**src/rtl/rom_port_arbiter.sv**
```systemverilog
// rom_port_arbiter: shares one combinational program ROM between instruction
// fetch and the read-only load path. Loads win contended cycles until they
// have won LD_BURST contended cycles in a row. After that, fetch is forced
// through once so it always makes forward progress. Read data comes back
// registered, one cycle after the grant.

module rom_port_arbiter #(
    parameter int ADDRLEN  = 16,
    parameter int XLEN     = 32,
    parameter int LD_BURST = 3
) (
    input  logic               clk,
    input  logic               rst_n,

    input  logic               if_req,
    input  logic [ADDRLEN-1:0] if_addr,
    output logic               if_gnt,
    output logic               if_rvalid,
    output logic [XLEN-1:0]    if_rdata,

    input  logic               ld_req,
    input  logic [ADDRLEN-1:0] ld_addr,
    output logic               ld_gnt,
    output logic               ld_rvalid,
    output logic [XLEN-1:0]    ld_rdata,
    output logic               ld_misalign,

    output logic [ADDRLEN-1:0] rom_addr,
    input  logic [XLEN-1:0]    rom_data
);

    localparam int CNT_W = (LD_BURST < 1) ? 1 : $clog2(LD_BURST + 1);
    localparam logic [CNT_W-1:0] BURST_MAX = CNT_W'(LD_BURST);

    logic [CNT_W-1:0] run_cnt_q, run_cnt_d;
    logic             if_rvalid_q, if_rvalid_d;
    logic             ld_rvalid_q, ld_rvalid_d;
    logic [XLEN-1:0]  if_rdata_q, if_rdata_d;
    logic [XLEN-1:0]  ld_rdata_q, ld_rdata_d;
    logic             ld_misalign_q, ld_misalign_d;

    logic             contended;
    logic             force_if;
    logic             if_gnt_c;
    logic             ld_gnt_c;
    logic [ADDRLEN-1:0] rom_addr_c;

    // The PC is always aligned, so the low fetch address bits carry no information.
    logic unused_if_lsb;
    assign unused_if_lsb = ^if_addr[1:0];

    // Grant decision and ROM address mux. Load wins ties unless the burst limit has been reached.
    always_comb begin
        contended  = if_req & ld_req;
        force_if   = (run_cnt_q == BURST_MAX);
        ld_gnt_c   = ld_req & ~(if_req & force_if);
        if_gnt_c   = if_req & ~ld_gnt_c;
        rom_addr_c = {if_addr[ADDRLEN-1:2], 2'b00};
        if (ld_gnt_c) begin
            rom_addr_c = {ld_addr[ADDRLEN-1:2], 2'b00};
        end
    end

    // Starvation counter. It counts contended load wins, saturates at the limit,
    // and clears on a fetch grant or on any uncontended cycle.
    always_comb begin
        run_cnt_d = '0;
        if (contended && ld_gnt_c) begin
            if (run_cnt_q == BURST_MAX) begin
                run_cnt_d = run_cnt_q;
            end else begin
                run_cnt_d = run_cnt_q + 1'b1;
            end
        end
    end

    // Response capture. Only the granted port samples the ROM, and the other port holds its data.
    always_comb begin
        if_rvalid_d   = if_gnt_c;
        ld_rvalid_d   = ld_gnt_c;
        if_rdata_d    = if_rdata_q;
        ld_rdata_d    = ld_rdata_q;
        ld_misalign_d = ld_misalign_q;
        if (if_gnt_c) begin
            if_rdata_d = rom_data;
        end
        if (ld_gnt_c) begin
            ld_rdata_d    = rom_data;
            ld_misalign_d = ld_addr[1] | ld_addr[0];
        end
    end

    // State registers. Asynchronous reset drops any in-flight response.
    always_ff @(posedge clk or negedge rst_n) begin
        if (!rst_n) begin
            run_cnt_q     <= '0;
            if_rvalid_q   <= 1'b0;
            ld_rvalid_q   <= 1'b0;
            if_rdata_q    <= '0;
            ld_rdata_q    <= '0;
            ld_misalign_q <= 1'b0;
        end else begin
            run_cnt_q     <= run_cnt_d;
            if_rvalid_q   <= if_rvalid_d;
            ld_rvalid_q   <= ld_rvalid_d;
            if_rdata_q    <= if_rdata_d;
            ld_rdata_q    <= ld_rdata_d;
            ld_misalign_q <= ld_misalign_d;
        end
    end

    assign if_gnt      = if_gnt_c;
    assign ld_gnt      = ld_gnt_c;
    assign rom_addr    = rom_addr_c;
    assign if_rvalid   = if_rvalid_q;
    assign if_rdata    = if_rdata_q;
    assign ld_rvalid   = ld_rvalid_q;
    assign ld_rdata    = ld_rdata_q;
    assign ld_misalign = ld_misalign_q;

endmodule

```
**config.mk**
```make
export PLATFORM = sky130hd
export DESIGN_NAME = rom_port_arbiter
export DESIGN_NICKNAME = d
export VERILOG_FILES = /design/src/rtl/rom_port_arbiter.sv
export SDC_FILE = /design/constraint.sdc
export NUM_CORES = 1
export LEC_CHECK = 0
export ABC_AREA = 0
export CORE_AREA = 2 2 85 87
export CTS_CLUSTER_SIZE = 14
export DETAILED_ROUTE_END_ITERATION = 8
export DIE_AREA = 0 0 87 89
export PLACE_DENSITY = 0.8
export SYNTH_ARGS = -nofsm -noshare
export SYNTH_HDL_FRONTEND = slang
export SYNTH_SLANG_ARGS = --single-unit
```
**constraint.sdc**
```tcl
create_clock -name clk -period 3.4 [get_ports clk]
set_input_delay 0.68 -clock clk [delete_from_list [all_inputs] [get_ports clk]]
set_output_delay 0.68 -clock clk [all_outputs]
set_load 0.02 [all_outputs]
```
==> flow_summary.json, run 1 <==
{
  "p_per_area_mw_per_mm2": 503,
  "yosys-top-cells-count": "dfrtp_1, mux2_2, mux2_1, buf_2, buf_4",
  "fin_util": 0.674,
  "yosysMostFrequentCell": "dfrtp_1",
  "vias": 1980,
  "max_stage_delay_ps": 550,
  "drc_errors": 0,
  "drt_iter0_drc": 49,
  "synthTopCellsByArea": "dfrtp_1, mux2_2, mux2_1",
  "regArea_mm2": 0.00173,
  "ctsResizeCount": 0,
  "cts_sinks": 69,
  "die_area_mm2": 0.00774,
  "cp_cell_sequence": "clkdlybuf4s50_1 > a21boi_4 > buf_12 > mux2_1 > clkdlybuf4s50_1",
  "swShare": 0.277,
  "grt_pass1_vias": 2051,
  "clk_transition_reported_paths_ps": 70,
  "antenna_found_initial": 0,
  "synth.distinct_cells": 16,
  "area_delta_synth_final_pct": 65.1,
  "outcome": "finished, final reports clean",
  "start_util": 0.408,
  "period_share": 0.957,
  "crit_path_frequent_cell": "clkdlybuf4s50_1",
  "core.rowCount": 30,
  "multi_input_area_um2": 960,
  "synthFlopType": "dfrtp_1",
  "cts_hold_buf": 0,
  "tns_ps": 0,
  "cts_tree": "yes",
  "pwr-share-comb": 0.276,
  "place_congestion": 0.720,
  "crit_arrival_ps": 2570,
  "synth-seq-cells": 69,
  "tightest_slew_ps": 857,
  "nNetsFinal": 392,
  "setup_violations": 0,
  "fmax_mhz": 307,
  "clockPowerShare": 0.300,
  "yosysSeqAreaShare": 0.630,
  "clk_latency_ps": 330,
  "num-fill-cells": 502,
  "clock_path_buffers": 2,
  "portBuffers": 148,
  "cts_buffers": 9,
  "dp_hpwl_mm": 4.81,
  "p_int_mw": 1.65,
  "path_class": "in2out",
  "first_pass_iters": 3,
  "p_leak_nw": 1.89,
  "grt_use_total": 0.170,
  "yosysWarningCount": 0,
  "netlist_area_mm2": 0.00274,
  "cts_max_level": 3,
  "async_flop_share": 1.00,
  "cp.required_ps": 2720,
  "ir_worst_vdd_mv": 0.275,
  "worstPathMaxFanout": 30,
  "grt_pass1_wl_mm": 10.0,
  "reg2reg_slack_ps": 1550,
  "crit_slowest_cell": "clkdlybuf4s50_1",
  "rsz0062_at_grt": "no",
  "root_buffer": "clkbuf_8",
  "power_switching_mw": 0.630,
  "routedWlPerCell_um": 16.1,
  "period_minus_slack_ps": 3250,
  "maxCapViolations": 0,
  "vias_per_cell": 4.85,
  "worstSetupEndpointType": "primary output",
  "final.setup_skew_ps": 7.25,
  "hold_viol_final": 0,
  "synthCells": 168,
  "core_area_mm2": 0.00672,
  "maxSlewViolCount": 0,
  "io_pins": 153,
  "synth_top_area_cell": "dfrtp_1",
  "drive_gt1_frac": 0.280,
  "avgSynthCellArea_um2": 16.3,
  "die_h_um": 89,
  "crit_path_start_kind": "primary input",
  "netlist.area_leader.share": 0.630,
  "detail-route-antenna-nets": 0,
  "die_w_um": 87,
  "min_path_type": "reg2reg",
  "synth_edf_count": 0,
  "grt_max_degree": 70,
  "gr-total-overflow": 0,
  "power_mw": 2.28,
  "post-cts-setup-buffers": 0,
  "finalWirelength_mm": 6.57,
  "max_slew_margin": 0.429,
  "seqPwrFrac": 0.425,
  "antenna_cells": 0
}
==> final timing paths <==
kind,startpoint,to,cells after the start
min,run_cnt_q[0]$_DFFE_PN0P_,run_cnt_q[0]$_DFFE_PN0P_,1
max in group asynchronous,rst_n,if_rdata[26]$_DFFE_PN0P_,2
min in group asynchronous,rst_n,ld_rdata[10]$_DFFE_PN0P_,2
max,if_req,rom_addr[10],5
min reg2reg,run_cnt_q[0]$_DFFE_PN0P_,run_cnt_q[0]$_DFFE_PN0P_,1
max reg2reg,run_cnt_q[0]$_DFFE_PN0P_,if_rdata[21]$_DFFE_PN0P_,5
==> registers in the layout (all words and copies together) (netlist names) <==
signal,cells
if_rdata,32
if_rvalid,1
ld_misalign,1
run_cnt_q,2
ld_rvalid,1
ld_rdata,32
==> cell usage in the layout (no fill, tap or decap), types with 2 or more instances in the layout <==
master	n
mux2_2	68
clkinvlp_4	2
dfrtp_1	69
clkdlybuf4s50_1	147
buf_4	4
conb_1	2
clkbuf_8	11
mux2_1	10
nor2_1	2
==> power by group through the flow <==
stage          sequential (mW)  clock (mW)  combinational, mW
4_1_cts                  0.969       0.708              0.637
3_3_place_gp             0.978           0              0.626
3_5_place_dp             0.985           0              0.635
6_report                 0.968       0.683              0.628
5_1_grt                  0.980       0.750              0.661
2_1_floorplan             1.11           0              0.154
==> per-layer routing <==
| metal | vias to the layer above | wire, um | GRT usage |
|---|---|---|---|
| li1 | 903 | - | - |
| met1 | 966 | 2550 | 0.204 |
| met2 | 102 | 3320 | 0.277 |
| met3 | 9 | 621 | 0.0582 |
| met4 | 0 | 86 | 0.0824 |
| met5 | - | 0 | 0 |
==> layout make-up <==
| type | instances | area share |
|---|---|---|
| sequential | 69 | 0.381 |
| tap | 80 | 0.0221 |
| multi-input combinational | 89 | 0.212 |
| clock buffer | 11 | 0.0334 |
| clock inverter | 5 | 0.0130 |
| timing repair buffer | 153 | 0.337 |
| inverter | 1 | 0.000829 |
==> critical path, delay by kind of cell <==
family | cells | cell delay (ps)
buffers and inverters | 3 | 1280
multiplexers | 1 | 350
AO/OA/AOI/OAI | 1 | 230
==> cells by family after synthesis <==
group           after synthesis  synth area share
compound gates                2           0.00593
buf+inv                      11            0.0246
mux                          78             0.320
fa+ha+maj                     1           0.00456
other cells                   1           0.00137
flops                        69             0.630
simple gates                  6            0.0137
==> per-stage QoR <==
step                      instance area, um^2  hold slack [ps]  setup WS (ps)  instances
after floorplan                          2750              384           1130        169
after global placement                   4320              433            190        392
after detailed placement                 4320              431            148        392
after CTS                                4530              442            134        408
after global routing                     4530              453            115        408
final                                    4530              440            146        408
(Power assumes the default switching activity.)
==> inputs of run 2 (changes only) <==
--- a/config.mk
+++ b/config.mk
@@ -7,7 +7,7 @@
 export LEC_CHECK = 0
 export ABC_AREA = 0
 export CORE_AREA = 2 2 85 87
-export CTS_CLUSTER_SIZE = 14
+export CTS_CLUSTER_SIZE = 20
 export DETAILED_ROUTE_END_ITERATION = 8
 export DIE_AREA = 0 0 87 89
 export PLACE_DENSITY = 0.8
==> results of run 2 <==
Final layout, timing and power as in run 1 (identical DEF).
==> inputs of run 3 (changes only) <==
--- a/config.mk
+++ b/config.mk
@@ -6,6 +6,7 @@
 export NUM_CORES = 1
 export LEC_CHECK = 0
 export ABC_AREA = 0
+export CAP_MARGIN = 20
 export CORE_AREA = 2 2 85 87
 export CTS_CLUSTER_SIZE = 20
 export DETAILED_ROUTE_END_ITERATION = 8
==> results of run 3 <==
Final layout, timing and power as in run 1 (identical DEF).
==> RTL edit 1, RTL diff (flow settings as in run 2) <==
`ld_rdata_q` no longer has a reset.
--- a/src/rtl/rom_port_arbiter.sv
+++ b/src/rtl/rom_port_arbiter.sv
@@ -97,16 +97,18 @@
             if_rvalid_q   <= 1'b0;
             ld_rvalid_q   <= 1'b0;
             if_rdata_q    <= '0;
-            ld_rdata_q    <= '0;
             ld_misalign_q <= 1'b0;
         end else begin
             run_cnt_q     <= run_cnt_d;
             if_rvalid_q   <= if_rvalid_d;
             ld_rvalid_q   <= ld_rvalid_d;
             if_rdata_q    <= if_rdata_d;
-            ld_rdata_q    <= ld_rdata_d;
             ld_misalign_q <= ld_misalign_d;
         end
+    end
+
+    always_ff @(posedge clk) begin
+        ld_rdata_q <= ld_rdata_d;
     end
 
     assign if_gnt      = if_gnt_c;
Formal check against the unedited RTL: not equivalent (a bounded check fails within 4 cycles, from zero or initial values and one cycle with rst_n low).
==> RTL edit 1 against run 2 <==
Hold slack improved by 0.015 ns. Highest routed layer unchanged. Total power fell by 6.4%. Critical path type unchanged. Area after synthesis fell by 2.9%. Global-route usage fell by 0.52 points. Final area fell by 2.6%. Sequential cell count did not move. Worst setup slack improved by 0.029 ns. Wire length fell by 6.9%. Largest cell class unchanged.
==> RTL edit 1: results (changes against run 2) <==
| Metric | Value |
|---|---|
| Flop2flop setup slack | `1.41 ns (-0.14 ns)` |
| Synth top cells by count | `dfrtp_1 (37), edfxtp_1 (32), mux2_4 (29)` |
| Mux contribution to synthesized area | `23.5% (-8.5 points)` |
| M2 GR Usage | `27.6% (-0.069 points)` |
| WL met1 | `2390 um (-6.1%)` |
| Final #Nets | `360 (-8.2%)` |
| Total Routing Usage GR | `16.5% (-0.52 points)` |
| CP endpoint | `rom_addr[4]` |
| Worst hold path class | `in -> async` |
| Multi-input combinational cell area | `716 sq um (-25%)` |
| DP Wirelength | `4480 um (-6.8%)` |
| #MultiIn Comb | `57 (-36%)` |
| # clk buffers | `9 (-2)` |
| Status | `finished clean` |
| Met3 routed WL | `628 um (+1.1%)` |
| Largest net degree at the start of global routing | `38 (-46%)` |
| Crit path DAT | `2.55 ns (-0.02 ns)` |
| Worst Max-Slew Pin Slew | `0.859 ns (+0.00188 ns)` |
| Compound-Gate Fraction of Synth Area | `0.893% (+0.30 points)` |
| First-pass GRT wire length | `9340 um (-6.7%)` |
| Vias in the first global route | `1881 (-8.3%)` |
| Critical path fanouts, max | `21 (-30%)` |
| Hold WS | `0.455 ns (+0.0151 ns)` |
| R2R Path End | `if_rdata[14]` |
| Worst IR Drop VDD | `182 uV (-34%)` |
| Netlist cell types | `17 (+1)` |
-- RTL edit 1: metrics by stage --
| stage | area, sq um | power (mW) | std cells | util, % | worst slack, ns |
|---|---|---|---|---|---|
| after floorplan | 2670 | 1.27 | 133 | - | 0.992 |
| after global placement | 4230 | 1.56 | 360 | 63.0 | 0.187 |
| after detailed placement | 4230 | 1.57 | 360 | 63.0 | 0.156 |
| after CTS | 4410 | 2.16 | 376 | 65.6 | 0.150 |
| after global routing | 4410 | 2.23 | 376 | 65.6 | 0.118 |
| final | 4410 | 2.13 | 376 | 65.6 | 0.175 |
-- RTL edit 1: report_power, final --
| part | internal, mW | leakage (nW) | switching, mW |
|---|---|---|---|
| Combinational | 0.318 | 0.989 | 0.232 |
| Clock | 0.266 | 0.0856 | 0.318 |
| Sequential | 0.959 | 0.750 | 0.0398 |
| Total | 1.54 | 1.82 | 0.590 |
==> RTL edit 2, RTL diff (config.mk and constraints of run 2) <==
Made on the original files. Set the parameter `ADDRLEN` to 8 (it was 16).
--- a/src/rtl/rom_port_arbiter.sv
+++ b/src/rtl/rom_port_arbiter.sv
@@ -5,7 +5,7 @@
 // registered, one cycle after the grant.
 
 module rom_port_arbiter #(
-    parameter int ADDRLEN  = 16,
+    parameter int ADDRLEN  = 8,
     parameter int XLEN     = 32,
     parameter int LD_BURST = 3
 ) (
Ports: changed (resized if_addr, ld_addr and rom_addr); port bits go from 153 to 129. The function was not compared with the original's and may differ.
==> RTL edit 2 against run 2 <==
Wire length down 12%. Synthesized cell count down 5.4%. Combinational power down 4.0%. First-iteration DRC count down 4.1%. Worst setup slack better by 0.14 ns. Final area down 5.7%. Sequential cell count unchanged. Total power down 4.3%. Global-route usage down 1.5 points. Area after synthesis up 1.2%. Non-clock buffer count down 24. Cell count down 8.1%. Clock power down 12%.
==> RTL edit 2: results (changes against run 2) <==
| Metric | Value |
|---|---|
| Status | `finished clean` |
| Synth top cells by count | `dfrtp_1 (69), mux2_2 (38), mux2_4 (29)` |
| First-pass GRT wire length | `9230 um (-7.7%)` |
| Dpl ws | `0.280 ns (+0.131 ns)` |
| Number of instances in the placed design | `360 (-8.2%)` |
| DP Wirelength | `4220 um (-12%)` |
| Non-filler cells, final | `375 (-8.1%)` |
| Total Routing Usage GR | `15.5% (-1.5 points)` |
| Netlist cell types | `16 (unchanged)` |
| Largest net degree at the start of global routing | `34 (-51%)` |
| CP max-delay cell | `clkdlybuf4s50_1` |
| Worst Max-Slew Pin Slew | `0.591 ns (-0.266 ns)` |
| Vias in the first global route | `1939 (-5.5%)` |
| Synth area leaders | `dfrtp_1 (62%), mux2_4 (16%), mux2_2 (15%)` |
| Critical path fanouts, max | `10 (-67%)` |
| Initial DRC count | `47 (-4.1%)` |
| Crit path DAT | `2.43 ns (-0.14 ns)` |
| Syn avg cell area | `17.5 sq um (+7.0%)` |
| GPL Wtd Cong | `0.685 (-4.9%)` |
| Worst IR Drop VDD | `360 uV (+31%)` |
| Fin Clk Skew | `0.00755 ns (+0.000303 ns)` |
| Register area share after synthesis | `62.2% (-0.77 points)` |
| Layout cells sized above 1 | `30.5% (+2.5 points)` |
| Final #Nets | `344 (-12%)` |
| Leak | `1.88 nW (-0.17%)` |
| Final Util | `63.5% (-3.9 points)` |
| Reg clk slew, reported paths | `0.07 ns (about the same)` |
| Fill cells | `492 (-2.0%)` |
| Routed WL | `5790 um (-12%)` |
| Psw | `0.596 mW (-5.4%)` |
| Worst hold path class | `in -> async` |
| Critical path's top delay family | `buffers and inverters` |
-- RTL edit 2: cell types whose count changed after synthesis, sizes merged --
cell,delta
mux2,-8
buf,-1
-- RTL edit 2: kinds of logic after synthesis --
kind of cell / count (synthesis) / share of synthesized area [%]
other: 1 / 0.135
and+or+nand+nor: 6 / 1.35
buffers and inverters: 10 / 2.97
adders and majority gates: 1 / 0.451
AOI/OAI and AO/OA: 2 / 0.586
muxes: 70 / 32.3
DFF: 69 / 62.2
-- RTL edit 2: area by class of cell --
type,instances,area share [%]
Clock buffer,12,3.87
Inverter,1,0.0880
Tap cell,80,2.35
Timing Repair Buffer,129,29.8
Sequential cell,69,40.5
Clock inverter,3,0.469
Multi-Input combinational cell,81,22.9
-- RTL edit 2: final timing paths --
kind | start | to | slack, ns | depth (start not counted)
worst max-delay path | ld_req | rom_addr[7] | 0.29 | 4
worst min-delay path | rst_n | if_rdata[8] | 0.29 | 1
worst max register to register | run_cnt_q[0] | if_rdata[14] | 1.46 | 5
worst min register to register | run_cnt_q[0] | run_cnt_q[0] | 0.45 | 1
max in group asynchronous | rst_n | if_rdata[0] | 2.32 | 2
min in group clk | run_cnt_q[0] | run_cnt_q[0] | 0.45 | 1
-- RTL edit 2: per-layer routing --
layer	vias to the layer above	track usage, %	share of wire (%)
li1	817	-	-
met1	858	19.5	43
met2	79	25.7	48
met3	7	4.52	7.3
met4	0	5.54	1.1
met5	-	0	0
-- RTL edit 2: power by group through the flow --
stage / Combinational [mW] / Clock (mW) / Sequential [mW]
2_1_floorplan: 0.172 / 0 / 1.11
3_3_place_gp: 0.604 / 0 / 0.985
3_5_place_dp: 0.611 / 0 / 0.990
4_1_cts: 0.613 / 0.629 / 0.976
5_1_grt: 0.638 / 0.659 / 0.986
6_report: 0.603 / 0.604 / 0.974
